File: src/rtl/axi_rd_4_splitter_if.sv
// AXI read-channel bundle (AR + R) shared by the splitter's upstream port and its four downstream ports.
interface axi_rd_4_splitter_if #(
    parameter int IDWID  = 4,
    parameter int DWID   = 64,
    parameter int EXTRAS = 8
);
    logic [IDWID-1:0]  arid;
    logic [31:0]       araddr;
    logic [7:0]        arlen;
    logic [EXTRAS-1:0] arextras;
    logic [1:0]        arburst;
    logic              arvalid;
    logic              arready;
    logic [IDWID-1:0]  rid;
    logic [DWID-1:0]   rdata;
    logic [1:0]        rresp;
    logic              rlast;
    logic              rvalid;
    logic              rready;

    modport master (
        output arid, araddr, arlen, arextras, arburst, arvalid, rready,
        input  arready, rid, rdata, rresp, rlast, rvalid
    );

    modport slave (
        input  arid, araddr, arlen, arextras, arburst, arvalid, rready,
        output arready, rid, rdata, rresp, rlast, rvalid
    );
endinterface

File: src/rtl/axi_rd_4_splitter.sv
// 1-to-4 AXI read splitter: araddr[31:30] picks port a/b/c/d, R beats return in issue order.
// Optional feature macro AXI_RD_SPLIT_DECERR_EN: region 3 is unmapped and answered locally with DECERR beats.
module axi_rd_4_splitter #(
    parameter int IDWID  = 4,
    parameter int DWID   = 64,
    parameter int EXTRAS = 8
) (
    input  logic                clk,
    input  logic                rst,
    axi_rd_4_splitter_if.slave  up,
    axi_rd_4_splitter_if.master a,
    axi_rd_4_splitter_if.master b,
    axi_rd_4_splitter_if.master c,
    axi_rd_4_splitter_if.master d
);
    localparam int PW = IDWID + 32 + 8 + EXTRAS + 2;

    logic [1:0]       sel, head, wptr, rptr;
    logic [2:0]       count;
    logic             empty, full, push, pop, tgt_ready;
    logic [1:0]       fifo_tgt [4];
    logic [3:0]       dn_arready, dn_arvalid, dn_rvalid, dn_rlast, dn_rready;
    logic [IDWID-1:0] dn_rid   [4];
    logic [DWID-1:0]  dn_rdata [4];
    logic [1:0]       dn_rresp [4];
    logic [PW-1:0]    up_payload;

    assign dn_arready = {d.arready, c.arready, b.arready, a.arready};
    assign dn_rvalid  = {d.rvalid, c.rvalid, b.rvalid, a.rvalid};
    assign dn_rlast   = {d.rlast, c.rlast, b.rlast, a.rlast};
    assign dn_rid     = '{a.rid, b.rid, c.rid, d.rid};
    assign dn_rdata   = '{a.rdata, b.rdata, c.rdata, d.rdata};
    assign dn_rresp   = '{a.rresp, b.rresp, c.rresp, d.rresp};
    assign {d.arvalid, c.arvalid, b.arvalid, a.arvalid} = dn_arvalid;
    assign {d.rready, c.rready, b.rready, a.rready}     = dn_rready;

    assign sel        = up.araddr[31:30];
    assign up_payload = {up.arid, up.araddr, up.arlen, up.arextras, up.arburst};
    assign {a.arid, a.araddr, a.arlen, a.arextras, a.arburst} = (sel == 2'd0) ? up_payload : '0;
    assign {b.arid, b.araddr, b.arlen, b.arextras, b.arburst} = (sel == 2'd1) ? up_payload : '0;
    assign {c.arid, c.araddr, c.arlen, c.arextras, c.arburst} = (sel == 2'd2) ? up_payload : '0;
`ifdef AXI_RD_SPLIT_DECERR_EN
    assign {d.arid, d.araddr, d.arlen, d.arextras, d.arburst} = '0;
`else
    assign {d.arid, d.araddr, d.arlen, d.arextras, d.arburst} = (sel == 2'd3) ? up_payload : '0;
`endif

    assign empty = (count == 3'd0);
    assign head  = fifo_tgt[rptr];
    assign push  = up.arvalid && up.arready;
    assign pop   = up.rvalid && up.rready && up.rlast;
    // A last beat retiring this cycle frees a slot, so a full FIFO can still accept.
    assign full  = (count == 3'd4) && !pop;

`ifdef AXI_RD_SPLIT_DECERR_EN
    logic [IDWID-1:0] fifo_id  [4];
    logic [7:0]       fifo_len [4];
    logic [7:0]       err_beat;
    logic             err_head, err_last;

    assign err_head = !empty && (head == 2'd3);
    assign err_last = (err_beat == fifo_len[rptr]);
`endif

    // R channel follows whichever target sits at the FIFO head.
    always_comb begin
        up.rvalid = 1'b0;
        up.rid    = '0;
        up.rdata  = '0;
        up.rresp  = '0;
        up.rlast  = 1'b0;
        dn_rready = '0;
        if (!empty) begin
            up.rvalid       = dn_rvalid[head];
            up.rid          = dn_rid[head];
            up.rdata        = dn_rdata[head];
            up.rresp        = dn_rresp[head];
            up.rlast        = dn_rlast[head];
            dn_rready[head] = up.rready;
`ifdef AXI_RD_SPLIT_DECERR_EN
            if (head == 2'd3) begin
                up.rvalid = 1'b1;
                up.rid    = fifo_id[rptr];
                up.rdata  = '0;
                up.rresp  = 2'b11;
                up.rlast  = err_last;
                dn_rready = '0;
            end
`endif
        end
    end

    always_comb begin
        dn_arvalid = '0;
        tgt_ready  = dn_arready[sel];
`ifdef AXI_RD_SPLIT_DECERR_EN
        if (sel == 2'd3) tgt_ready = 1'b1;
`endif
        up.arready = tgt_ready && !full && !rst;
        if (!full && !rst) dn_arvalid[sel] = up.arvalid;
`ifdef AXI_RD_SPLIT_DECERR_EN
        dn_arvalid[3] = 1'b0;
`endif
    end

    always_ff @(posedge clk or posedge rst) begin
        if (rst) begin
            count <= 3'd0;
            wptr  <= 2'd0;
            rptr  <= 2'd0;
        end else begin
            if (push) wptr <= wptr + 2'd1;
            if (pop)  rptr <= rptr + 2'd1;
            count <= count + 3'(push) - 3'(pop);
        end
    end

    // Entry storage needs no reset: the pointers and count define what is valid.
    always_ff @(posedge clk) begin
        if (push) begin
            fifo_tgt[wptr] <= sel;
`ifdef AXI_RD_SPLIT_DECERR_EN
            fifo_id[wptr]  <= up.arid;
            fifo_len[wptr] <= up.arlen;
`endif
        end
    end

`ifdef AXI_RD_SPLIT_DECERR_EN
    always_ff @(posedge clk or posedge rst) begin
        if (rst)                       err_beat <= 8'd0;
        else if (err_head && up.rready) err_beat <= err_last ? 8'd0 : err_beat + 8'd1;
    end
`endif
endmodule

File: src/flat_wrapper.sv
// flat-port wrapper written by rule: the top's interface ports become plain ports
module axi_rd_4_splitter_flat 
#(
    parameter int IDWID  = 4,
    parameter int DWID   = 64,
    parameter int EXTRAS = 8
)
  (clk, rst, up_arid, up_araddr, up_arlen, up_arextras, up_arburst, up_arvalid, up_rready, up_arready, up_rid, up_rdata, up_rresp, up_rlast, up_rvalid, a_arid, a_araddr, a_arlen, a_arextras, a_arburst, a_arvalid, a_rready, a_arready, a_rid, a_rdata, a_rresp, a_rlast, a_rvalid, b_arid, b_araddr, b_arlen, b_arextras, b_arburst, b_arvalid, b_rready, b_arready, b_rid, b_rdata, b_rresp, b_rlast, b_rvalid, c_arid, c_araddr, c_arlen, c_arextras, c_arburst, c_arvalid, c_rready, c_arready, c_rid, c_rdata, c_rresp, c_rlast, c_rvalid, d_arid, d_araddr, d_arlen, d_arextras, d_arburst, d_arvalid, d_rready, d_arready, d_rid, d_rdata, d_rresp, d_rlast, d_rvalid);
  axi_rd_4_splitter_if #(.IDWID(IDWID), .DWID(DWID), .EXTRAS(EXTRAS)) up_i ();
  axi_rd_4_splitter_if #(.IDWID(IDWID), .DWID(DWID), .EXTRAS(EXTRAS)) a_i ();
  axi_rd_4_splitter_if #(.IDWID(IDWID), .DWID(DWID), .EXTRAS(EXTRAS)) b_i ();
  axi_rd_4_splitter_if #(.IDWID(IDWID), .DWID(DWID), .EXTRAS(EXTRAS)) c_i ();
  axi_rd_4_splitter_if #(.IDWID(IDWID), .DWID(DWID), .EXTRAS(EXTRAS)) d_i ();
  input  logic clk;
  input  logic rst;
  input wire logic [$bits(up_i.arid)-1:0] up_arid;
  input wire logic [$bits(up_i.araddr)-1:0] up_araddr;
  input wire logic [$bits(up_i.arlen)-1:0] up_arlen;
  input wire logic [$bits(up_i.arextras)-1:0] up_arextras;
  input wire logic [$bits(up_i.arburst)-1:0] up_arburst;
  input wire logic [$bits(up_i.arvalid)-1:0] up_arvalid;
  input wire logic [$bits(up_i.rready)-1:0] up_rready;
  output wire logic [$bits(up_i.arready)-1:0] up_arready;
  output wire logic [$bits(up_i.rid)-1:0] up_rid;
  output wire logic [$bits(up_i.rdata)-1:0] up_rdata;
  output wire logic [$bits(up_i.rresp)-1:0] up_rresp;
  output wire logic [$bits(up_i.rlast)-1:0] up_rlast;
  output wire logic [$bits(up_i.rvalid)-1:0] up_rvalid;
  output wire logic [$bits(a_i.arid)-1:0] a_arid;
  output wire logic [$bits(a_i.araddr)-1:0] a_araddr;
  output wire logic [$bits(a_i.arlen)-1:0] a_arlen;
  output wire logic [$bits(a_i.arextras)-1:0] a_arextras;
  output wire logic [$bits(a_i.arburst)-1:0] a_arburst;
  output wire logic [$bits(a_i.arvalid)-1:0] a_arvalid;
  output wire logic [$bits(a_i.rready)-1:0] a_rready;
  input wire logic [$bits(a_i.arready)-1:0] a_arready;
  input wire logic [$bits(a_i.rid)-1:0] a_rid;
  input wire logic [$bits(a_i.rdata)-1:0] a_rdata;
  input wire logic [$bits(a_i.rresp)-1:0] a_rresp;
  input wire logic [$bits(a_i.rlast)-1:0] a_rlast;
  input wire logic [$bits(a_i.rvalid)-1:0] a_rvalid;
  output wire logic [$bits(b_i.arid)-1:0] b_arid;
  output wire logic [$bits(b_i.araddr)-1:0] b_araddr;
  output wire logic [$bits(b_i.arlen)-1:0] b_arlen;
  output wire logic [$bits(b_i.arextras)-1:0] b_arextras;
  output wire logic [$bits(b_i.arburst)-1:0] b_arburst;
  output wire logic [$bits(b_i.arvalid)-1:0] b_arvalid;
  output wire logic [$bits(b_i.rready)-1:0] b_rready;
  input wire logic [$bits(b_i.arready)-1:0] b_arready;
  input wire logic [$bits(b_i.rid)-1:0] b_rid;
  input wire logic [$bits(b_i.rdata)-1:0] b_rdata;
  input wire logic [$bits(b_i.rresp)-1:0] b_rresp;
  input wire logic [$bits(b_i.rlast)-1:0] b_rlast;
  input wire logic [$bits(b_i.rvalid)-1:0] b_rvalid;
  output wire logic [$bits(c_i.arid)-1:0] c_arid;
  output wire logic [$bits(c_i.araddr)-1:0] c_araddr;
  output wire logic [$bits(c_i.arlen)-1:0] c_arlen;
  output wire logic [$bits(c_i.arextras)-1:0] c_arextras;
  output wire logic [$bits(c_i.arburst)-1:0] c_arburst;
  output wire logic [$bits(c_i.arvalid)-1:0] c_arvalid;
  output wire logic [$bits(c_i.rready)-1:0] c_rready;
  input wire logic [$bits(c_i.arready)-1:0] c_arready;
  input wire logic [$bits(c_i.rid)-1:0] c_rid;
  input wire logic [$bits(c_i.rdata)-1:0] c_rdata;
  input wire logic [$bits(c_i.rresp)-1:0] c_rresp;
  input wire logic [$bits(c_i.rlast)-1:0] c_rlast;
  input wire logic [$bits(c_i.rvalid)-1:0] c_rvalid;
  output wire logic [$bits(d_i.arid)-1:0] d_arid;
  output wire logic [$bits(d_i.araddr)-1:0] d_araddr;
  output wire logic [$bits(d_i.arlen)-1:0] d_arlen;
  output wire logic [$bits(d_i.arextras)-1:0] d_arextras;
  output wire logic [$bits(d_i.arburst)-1:0] d_arburst;
  output wire logic [$bits(d_i.arvalid)-1:0] d_arvalid;
  output wire logic [$bits(d_i.rready)-1:0] d_rready;
  input wire logic [$bits(d_i.arready)-1:0] d_arready;
  input wire logic [$bits(d_i.rid)-1:0] d_rid;
  input wire logic [$bits(d_i.rdata)-1:0] d_rdata;
  input wire logic [$bits(d_i.rresp)-1:0] d_rresp;
  input wire logic [$bits(d_i.rlast)-1:0] d_rlast;
  input wire logic [$bits(d_i.rvalid)-1:0] d_rvalid;
  assign up_i.arid = up_arid;
  assign up_i.araddr = up_araddr;
  assign up_i.arlen = up_arlen;
  assign up_i.arextras = up_arextras;
  assign up_i.arburst = up_arburst;
  assign up_i.arvalid = up_arvalid;
  assign up_i.rready = up_rready;
  assign up_arready = up_i.arready;
  assign up_rid = up_i.rid;
  assign up_rdata = up_i.rdata;
  assign up_rresp = up_i.rresp;
  assign up_rlast = up_i.rlast;
  assign up_rvalid = up_i.rvalid;
  assign a_arid = a_i.arid;
  assign a_araddr = a_i.araddr;
  assign a_arlen = a_i.arlen;
  assign a_arextras = a_i.arextras;
  assign a_arburst = a_i.arburst;
  assign a_arvalid = a_i.arvalid;
  assign a_rready = a_i.rready;
  assign a_i.arready = a_arready;
  assign a_i.rid = a_rid;
  assign a_i.rdata = a_rdata;
  assign a_i.rresp = a_rresp;
  assign a_i.rlast = a_rlast;
  assign a_i.rvalid = a_rvalid;
  assign b_arid = b_i.arid;
  assign b_araddr = b_i.araddr;
  assign b_arlen = b_i.arlen;
  assign b_arextras = b_i.arextras;
  assign b_arburst = b_i.arburst;
  assign b_arvalid = b_i.arvalid;
  assign b_rready = b_i.rready;
  assign b_i.arready = b_arready;
  assign b_i.rid = b_rid;
  assign b_i.rdata = b_rdata;
  assign b_i.rresp = b_rresp;
  assign b_i.rlast = b_rlast;
  assign b_i.rvalid = b_rvalid;
  assign c_arid = c_i.arid;
  assign c_araddr = c_i.araddr;
  assign c_arlen = c_i.arlen;
  assign c_arextras = c_i.arextras;
  assign c_arburst = c_i.arburst;
  assign c_arvalid = c_i.arvalid;
  assign c_rready = c_i.rready;
  assign c_i.arready = c_arready;
  assign c_i.rid = c_rid;
  assign c_i.rdata = c_rdata;
  assign c_i.rresp = c_rresp;
  assign c_i.rlast = c_rlast;
  assign c_i.rvalid = c_rvalid;
  assign d_arid = d_i.arid;
  assign d_araddr = d_i.araddr;
  assign d_arlen = d_i.arlen;
  assign d_arextras = d_i.arextras;
  assign d_arburst = d_i.arburst;
  assign d_arvalid = d_i.arvalid;
  assign d_rready = d_i.rready;
  assign d_i.arready = d_arready;
  assign d_i.rid = d_rid;
  assign d_i.rdata = d_rdata;
  assign d_i.rresp = d_rresp;
  assign d_i.rlast = d_rlast;
  assign d_i.rvalid = d_rvalid;
  axi_rd_4_splitter #(.IDWID(IDWID), .DWID(DWID), .EXTRAS(EXTRAS)) u_core (.clk(clk), .rst(rst), .up(up_i), .a(a_i), .b(b_i), .c(c_i), .d(d_i));
endmodule
File: config.mk
export PLATFORM = sky130hd
export DESIGN_NAME = axi_rd_4_splitter_flat
export DESIGN_NICKNAME = d
export VERILOG_FILES = /design/src/rtl/axi_rd_4_splitter_if.sv /design/src/rtl/axi_rd_4_splitter.sv /design/src/flat_wrapper.sv
export SDC_FILE = /design/constraint.sdc
export NUM_CORES = 1
export LEC_CHECK = 0
export ABC_AREA = 1
export CORE_AREA = 2 2 251 253
export DETAILED_ROUTE_END_ITERATION = 12
export DIE_AREA = 0 0 253 255
export PLACE_DENSITY_LB_ADDON = 0.12
export SETUP_SLACK_MARGIN = 0.15
export SYNTH_ARGS = -nofsm -noshare
export SYNTH_HDL_FRONTEND = slang
export SYNTH_SLANG_ARGS = --single-unit
File: constraint.sdc
create_clock -name clk -period 4.5 [get_ports clk]
set_input_delay 0.9 -clock clk [delete_from_list [all_inputs] [get_ports clk]]
set_output_delay 0.9 -clock clk [all_outputs]
set_load 0.02 [all_outputs]
==> run summary, run 1 <==
The weighted congestion at the end of routability-driven global placement is 0.757, and the number of enable flip-flop cells after synthesis is 8. The post-CTS repair timing setup buffer count was 0; the fraction of the yosys area taken by sequential cells was 0.110. Power spread over the standard cell area amounts to 520 mW/mm^2. By count the netlist is led by nor2_1 (223), a22oi_1 (142), inv_1 (78). The largest total area in the synthesized netlist belongs to a22oi_1. In this run the cell area measured after placement is 0.0111 mm^2. For this run, the leading register cell type out of synthesis is edfxtp_1.

The layout cell share with drive strength beyond 1 is 0.0442. The tree is rooted in a clkbuf_16. The initialized floorplan defines 92 standard-cell rows.

The worst hold path passes through 2 cells. After synthesis, the mean cell area works out to 5.67 um^2. The tools report the hold path startpoint as u_core.wptr[1]. The TritonCTS sink count was 15. The number of synthesized register bits is 15.

Entering global routing, the biggest net connects 72 pins. The worst reg2reg path depth was 16; the number of maximum-capacitance violations was 0. TritonCTS created 3 clock buffers.

The number of global-route vias before repair came out at 7,615. The tools report the data required time at the worst endpoint as 3.60 ns. In this run the critical register-to-register path is captured at u_core.count[2]. The mux contribution to synthesized area is 0.

The largest fanout on the critical path came out at 70. The count of H-tree levels built during CTS is 1. The critical path is of the reg2out type. The die is 253 um wide.

The launch point of the worst path is u_core.rptr[0]. The relative max-transition margin was 0.326. At the pin with the least slew margin, the transition time is 1.01 ns. The portion of the clock cycle consumed by the worst path in the final layout came out at 0.903. TritonCTS built the clock tree.

The run gives 0 as the number of max-slew violations in the final report. The wire-length estimate of the detail-placed layout is 37.4 mm. Subtracting the final worst setup slack from the clock period gives 4.06 ns.

The tools report the capturing element type of the critical path as a primary output. The standby leakage power is 0.00423 uW, and the complex-gate fraction of the synthesized area is 0.381. Measured along the y axis, the die boundary spans 255 um.

After the first detailed-routing iteration, the DRC count stood at 350. In the post-synthesis netlist, the biggest area contributors are a22oi_1 (28%), nor2_1 (22%), a21oi_1 (9.4%). After detailed routing, the number of remaining DRC violations is 0. The simple-gate area share of the yosys netlist is 0.312, and the worst hold-check slack is 0.542 ns. The area growth from synthesis to layout is 197%. The dominant combinational cell family by area after synthesis was compound AO/OA/AOI/OAI gates. The final layout contains 1,626 nets.

The multi-input combinational cells in the finished layout cover a total of 0.00278 mm^2. The filler cell count in the final layout is 7,124. The starting density of the core is 0.0608, and the area fraction of the dominant cell type after synthesis is 0.282. Summed instance area of the synthesized netlist: 0.00378 mm^2. Once the clock tree was built, the resizer swapped 0 gates to a different size. Setup repair after global routing left no endpoint under its margin. Flip-flop and latch area: 415 um^2.

The floorplan step defined a core boundary enclosing 0.0622 mm^2. The maximum clock skew at final layout was 0.00579 ns. Setup violations remaining at the end of the flow were counted as 0.

The run finished with clean final reports. Setup total negative slack on the finished layout was measured at 0 ns. Data arrives at the worst endpoint at 3.16 ns. The tools report the startpoint of the lowest-slack register-to-register path as u_core.rptr[0]. For the aggregate global-route resource usage, the log shows 0.127.

Post-layout instance area: 0.0112 mm^2. The initial antenna violation count came out at 18. The tools report the startpoint type of the worst setup path as a register. The first global-routing pass estimated 59.1 mm of wire.

Xor/xnor cell area share of the yosys netlist: 0.00927. Wires add up to 45.1 mm. Yosys instantiated no cell more often than nor2_1.

Post-layout worst setup margin: 0.435 ns. The vias per cell is 3.50, and the clock insertion delay at the later pin of the skew report is 0.24 ns. Fmax: 246 MHz. Pin placement for this block handled 647 I/O pins.

The number of buffers on the longest clock path came out at 2. Average detailed-routed wire length per instance: 21.8 um. The logs give 4 for the detailed-router iteration count before antenna repair and 0 for the yosys synthesis warning count. For this design, the CTS-stage hold fixing added 0 buffers. Prior to clock tree synthesis, the placed netlist has a worst setup slack of 0.351 ns. The worst hold path terminates at u_core.wptr[1]. Clock-pin slew was measured on the worst setup and hold paths at 0.05 ns. Number of hold-slack violations in the final timing report: 0.

During placement, the flow inserted port buffers numbering 642. Number of distinct library cells after synthesis: 32. The post-layout instance count excluding filler cells is 2,070.

The kind of path behind the tightest hold check was reg2reg. For this run the aggregate overflow at the end of global routing stands at 0. The number of routed nets with antenna violations was 0. The run gives 0.0645 mm^2 as the total die area.

The worst-case IR drop observed on VDD is 0.259 mV. Proportion of synthesized flip-flops having asynchronous set or reset: 0.467. The count of vias placed by the detailed router was 7,240.

The slack of the worst reg-to-reg path is 1.59 ns. Adder and majority gate portion of the synthesized area: 0.0252. The number of placed instances, taps included, is 2,063. In the synthesized netlist, the number of instances is 666.
==> per-stage QoR <==
step	power (uW)	util
2_1_floorplan	2900	-
3_3_place_gp	5860	0.179
3_5_place_dp	5810	0.179
4_1_cts	6020	0.180
5_1_grt	6210	0.180
6_report	5830	0.180
==> cell usage in the layout (no fill, tap or decap), types with 4 or more instances in the layout <==
master	count
nand3_1	4
ha_1	6
buf_12	7
nand2_1	22
a21oi_1	71
a22oi_1	142
inv_2	6
clkdlybuf4s50_1	634
conb_1	4
buf_4	15
nand2_2	7
inv_1	78
nor2_1	223
edfxtp_1	8
dfrtp_1	7
nor2_2	5
==> per-layer routing <==
metal / vias to the layer above / wire length (um) / GRT usage
li1: 3447 / - / -
met1: 3302 / 16100 / 0.131
met2: 438 / 23800 / 0.250
met3: 45 / 4280 / 0.0420
met4: 8 / 871 / 0.0252
met5: - / 53 / 0
==> worst max-delay path: stages (launching register included) <==
cell,delay [ns]
dfrtp_1,0.50
inv_4,0.07
nand2_2,0.09
nand3_4,0.18
nand2_4,0.26
nand2_1,0.12
inv_2,0.08
buf_12,0.30
a22oi_1,0.21
a21oi_1,0.34
clkdlybuf4s50_1,0.70
==> cell type report <==
type                            instances  area share
Multi-Input combinational cell        508       0.248
Clock inverter                          1    0.000447
Sequential cell                        15      0.0371
Tap cell                              799      0.0893
Antenna cell                            3    0.000670
Inverter                               85      0.0287
Timing Repair Buffer                  656       0.589
Clock buffer                            3     0.00670
==> state kept, by name (all words and copies together), names as in the netlist <==
signal	cells
u_core.count	3
u_core.rptr	2
u_core.wptr	2
u_core.fifo_tgt	8
==> worst max path at each step <==
stage / to / slack [ns] / depth (start not counted)
detailed placement: c_arvalid / 0.35 / 11
CTS: c_arvalid / 0.34 / 11
finish: up_rdata[0] / 0.44 / 10
global placement: c_arvalid / 0.34 / 11
global route: up_rdata[38] / 0.23 / 10
floorplan: up_arready / 1.50 / 5
==> where the power goes <==
group          switching, uW  total [uW]  internal (uW)
clock                   53.3         172            118
sequential              40.8         224            183
combinational           3250        5430           2180
total                   3340        5830           2480
==> cells by family (layout without fill, tap and decap cells) <==
logic type / Yosys count / in the layout
DFF: 15 / 15
AOI/OAI and AO/OA: 216 / 216
adders and majority gates: 7 / 7
and+or+nand+nor: 277 / 277
other: 1 / 7
xor gates and xnor gates: 4 / 4
buffers and inverters: 146 / 745
Power figures use the tool's default switching activity.
==> inputs of run 2 (changes only) <==
--- a/config.mk
+++ b/config.mk
@@ -6,9 +6,11 @@
 export NUM_CORES = 1
 export LEC_CHECK = 0
 export ABC_AREA = 1
-export CORE_AREA = 2 2 251 253
+export CELL_PAD_IN_SITES_DETAIL_PLACEMENT = 2
+export CELL_PAD_IN_SITES_GLOBAL_PLACEMENT = 2
+export CORE_AREA = 2 2 250 252
 export DETAILED_ROUTE_END_ITERATION = 12
-export DIE_AREA = 0 0 253 255
+export DIE_AREA = 0 0 252 254
 export PLACE_DENSITY_LB_ADDON = 0.12
 export SETUP_SLACK_MARGIN = 0.15
 export SYNTH_ARGS = -nofsm -noshare
==> run summary, run 2 (same netlist as run 1, synthesis figures left out) <==
For the number of buffers on the longest clock path, the log shows 2 (unchanged). The average detailed-routed wire length per instance is 23.6 um (was 21.8 um). The largest fanout on the critical path came out at 21 (was 70).

The number of max-slew violations in the final report is 0 (unchanged). The vias per cell is 3.58 (was 3.50), and the count of input and output buffers is 642 (unchanged). For the arrival time of the worst setup path, the log shows 3.19 ns (was 3.16 ns). Number of remaining DRC errors: 0 (unchanged). The starting density of the core is 0.0617 (was 0.0608), and the data required time at the worst endpoint is 3.60 ns (about the same).

The relative max-transition margin is 0.345 (was 0.326). The tools report the number of global-route vias before repair as 8,319 (was 7,615). The run gives 15 (unchanged) as the TritonCTS sink count. The tools report the buffer type at the clock tree root as clkbuf_16 (unchanged). The worst slack after detailed placement is 0.325 ns (was 0.351 ns). The worst reg2reg path depth came out at 15 (was 16). The tools report the count of vias placed by the detailed router as 7,418 (was 7,240).

The flip-flop count of the largest register, all copies and words added was 8 (unchanged); the standby leakage power was 0.00424 uW (was 0.00423 uW). The count of hold-fix buffers inserted at cts is 0 (unchanged), and the number of stages on the worst hold path is 2 (unchanged). Setup repair after global routing left no endpoint under its margin. The layout cell share with drive strength beyond 1 is 0.0417 (was 0.0442), and the die span in x is 252 um (was 253 um). The filler cell count in the final layout was 7,271 (was 7,124).

Type of the worst setup path: in2out (was reg2out). The DRC marker count from the first detailed-route iteration was 196 (was 350). The number of hold-slack violations in the final timing report was 0 (unchanged). Detailed-placement wirelength estimate: 40.8 mm (was 37.4 mm). The logs give 0 ns (unchanged) for the total negative setup slack and 23 (was 18) for the initial antenna violation count. The final number of setup-violating endpoints was 0 (unchanged); the number of routed nets with antenna violations was 0 (unchanged).

The portion of the clock cycle consumed by the worst path in the final layout was 0.908 (was 0.903). Area overhead of the layout relative to synthesis: 198% (was 197%). The number of nets in the final layout was 1,629 (was 1,626); the total die area was 0.0640 mm^2 (was 0.0645 mm^2). The transition time of the tightest slew-check pin came out at 0.983 ns (was 1.01 ns).

The count of H-tree levels built during CTS is 1 (unchanged). Aggregate global-route resource usage: 0.143 (was 0.127). TritonCTS built the clock tree.

The cell area power density came out at 514 mW/mm^2 (was 520 mW/mm^2). Most common cell after layout, fill and taps aside: clkdlybuf4s50_1 (unchanged). The kind of path behind the tightest hold check is reg2reg (unchanged). The height of the die was 254 um (was 255 um). The detailed-router iteration count before antenna repair was 6 (was 4). Most frequent cells in the layout: clkdlybuf4s50_1 (640), nor2_1 (223), a22oi_1 (142) (was clkdlybuf4s50_1 (634), nor2_1 (223), a22oi_1 (142)). The run gives 647 (unchanged) as the number of placed I/O pins.

For the weighted congestion at the end of routability-driven global placement, the log shows 0.793 (was 0.757). The tools report the maximum ir drop on the vdd rail as 0.280 mV (was 0.259 mV). The clock-pin slew on the worst setup and hold paths is 0.05 ns (about the same), and the total routed wirelength is 48.9 mm (was 45.1 mm). The minimum period implied by the final worst setup slack was 4.09 ns (was 4.06 ns). The startpoint type of the worst setup path is an input pin (was a register). The run gives 91 (was 92) as the cell row count.

The worst hold-check slack is 0.550 ns (was 0.542 ns), and the fmax is 245 MHz (was 246 MHz). The register ranked first by flip-flop count is u_core.fifo_tgt (unchanged). The clock insertion delay at the later pin of the skew report came out at 0.25 ns (was 0.24 ns).

The tools report the post-layout worst setup margin as 0.413 ns (was 0.435 ns). The number of maximum-capacitance violations is 0 (unchanged). Biggest regs: u_core.fifo_tgt: 8 flops, u_core.count: 3 flops (unchanged). The remaining global-route overflow is 0 (unchanged), and the core footprint is 0.0613 mm^2 (was 0.0622 mm^2). The maximum clock skew at final layout was 0.00325 ns (was 0.00579 ns); the post-CTS repair timing setup buffer count was 0 (unchanged).

The tools report the final cell utilization of the core as 0.184 (was 0.180). The run finished with clean final reports. The global-route wire length before repair came out at 65.9 mm (was 59.1 mm).

The run gives 0 (unchanged) as the post-CTS resize count. The logs give 72 (unchanged) for the largest net degree at the start of global routing and 3 (unchanged) for the number of buffers created by CTS. The capturing element type of the critical path was a primary output (unchanged).
run 2: per-layer routing:
layer  global-route usage  share of wire  up-vias
met1                0.151           0.37     3501
met4               0.0230          0.011       14
met2                0.258           0.50      409
li1                     -              -     3460
met5                    0         0.0021        -
met3               0.0712           0.12       34
run 2: path summary, 6_finish.rpt:
check,from,endpoint,slack (ns)
worst min-delay path,u_core.wptr[0],u_core.wptr[0],0.55
worst max register to register,u_core.rptr[0],u_core.count[2],1.86
max in group asynchronous,rst,u_core.rptr[1],3.12
worst min register to register,u_core.wptr[0],u_core.wptr[0],0.55
worst max-delay path,up_araddr[30],b_arlen[4],0.41
min in group asynchronous,rst,u_core.wptr[1],1.11
run 2: worst max-delay path, cell delays in order:
cell             delay, ns
clkdlybuf4s50_1       0.63
inv_1                 0.11
nor2_1                0.24
inv_2                 0.26
buf_4                 0.29
nor2_1                0.12
clkdlybuf4s50_1       0.62
run 2: area by class of cell:
| type | count | area [um^2] | share of cell area |
|---|---|---|---|
| Clock buffer | 3 | 75.1 | 0.00666 |
| Clock inverter | 1 | 5.00 | 0.000444 |
| Multi-Input combinational cell | 508 | 2780 | 0.247 |
| Timing Repair Buffer | 659 | 6650 | 0.590 |
| Antenna cell | 13 | 32.5 | 0.00289 |
| Tap cell | 790 | 988 | 0.0877 |
| Inverter | 85 | 322 | 0.0285 |
| Sequential cell | 15 | 415 | 0.0369 |
run 2: metrics by stage:
step	instances	total power, uW	instance area, um^2
after floorplan	669	2900	3790
after global placement	2057	5770	11200
after detailed placement	2057	5760	11200
after CTS	2061	5960	11200
after global routing	2065	6180	11200
final	2074	5780	11300
run 2: where the power goes:
group          internal (uW)  switching (uW)
clock                    119            55.3
sequential               183            43.0
combinational           2220            3170
total                   2520            3270
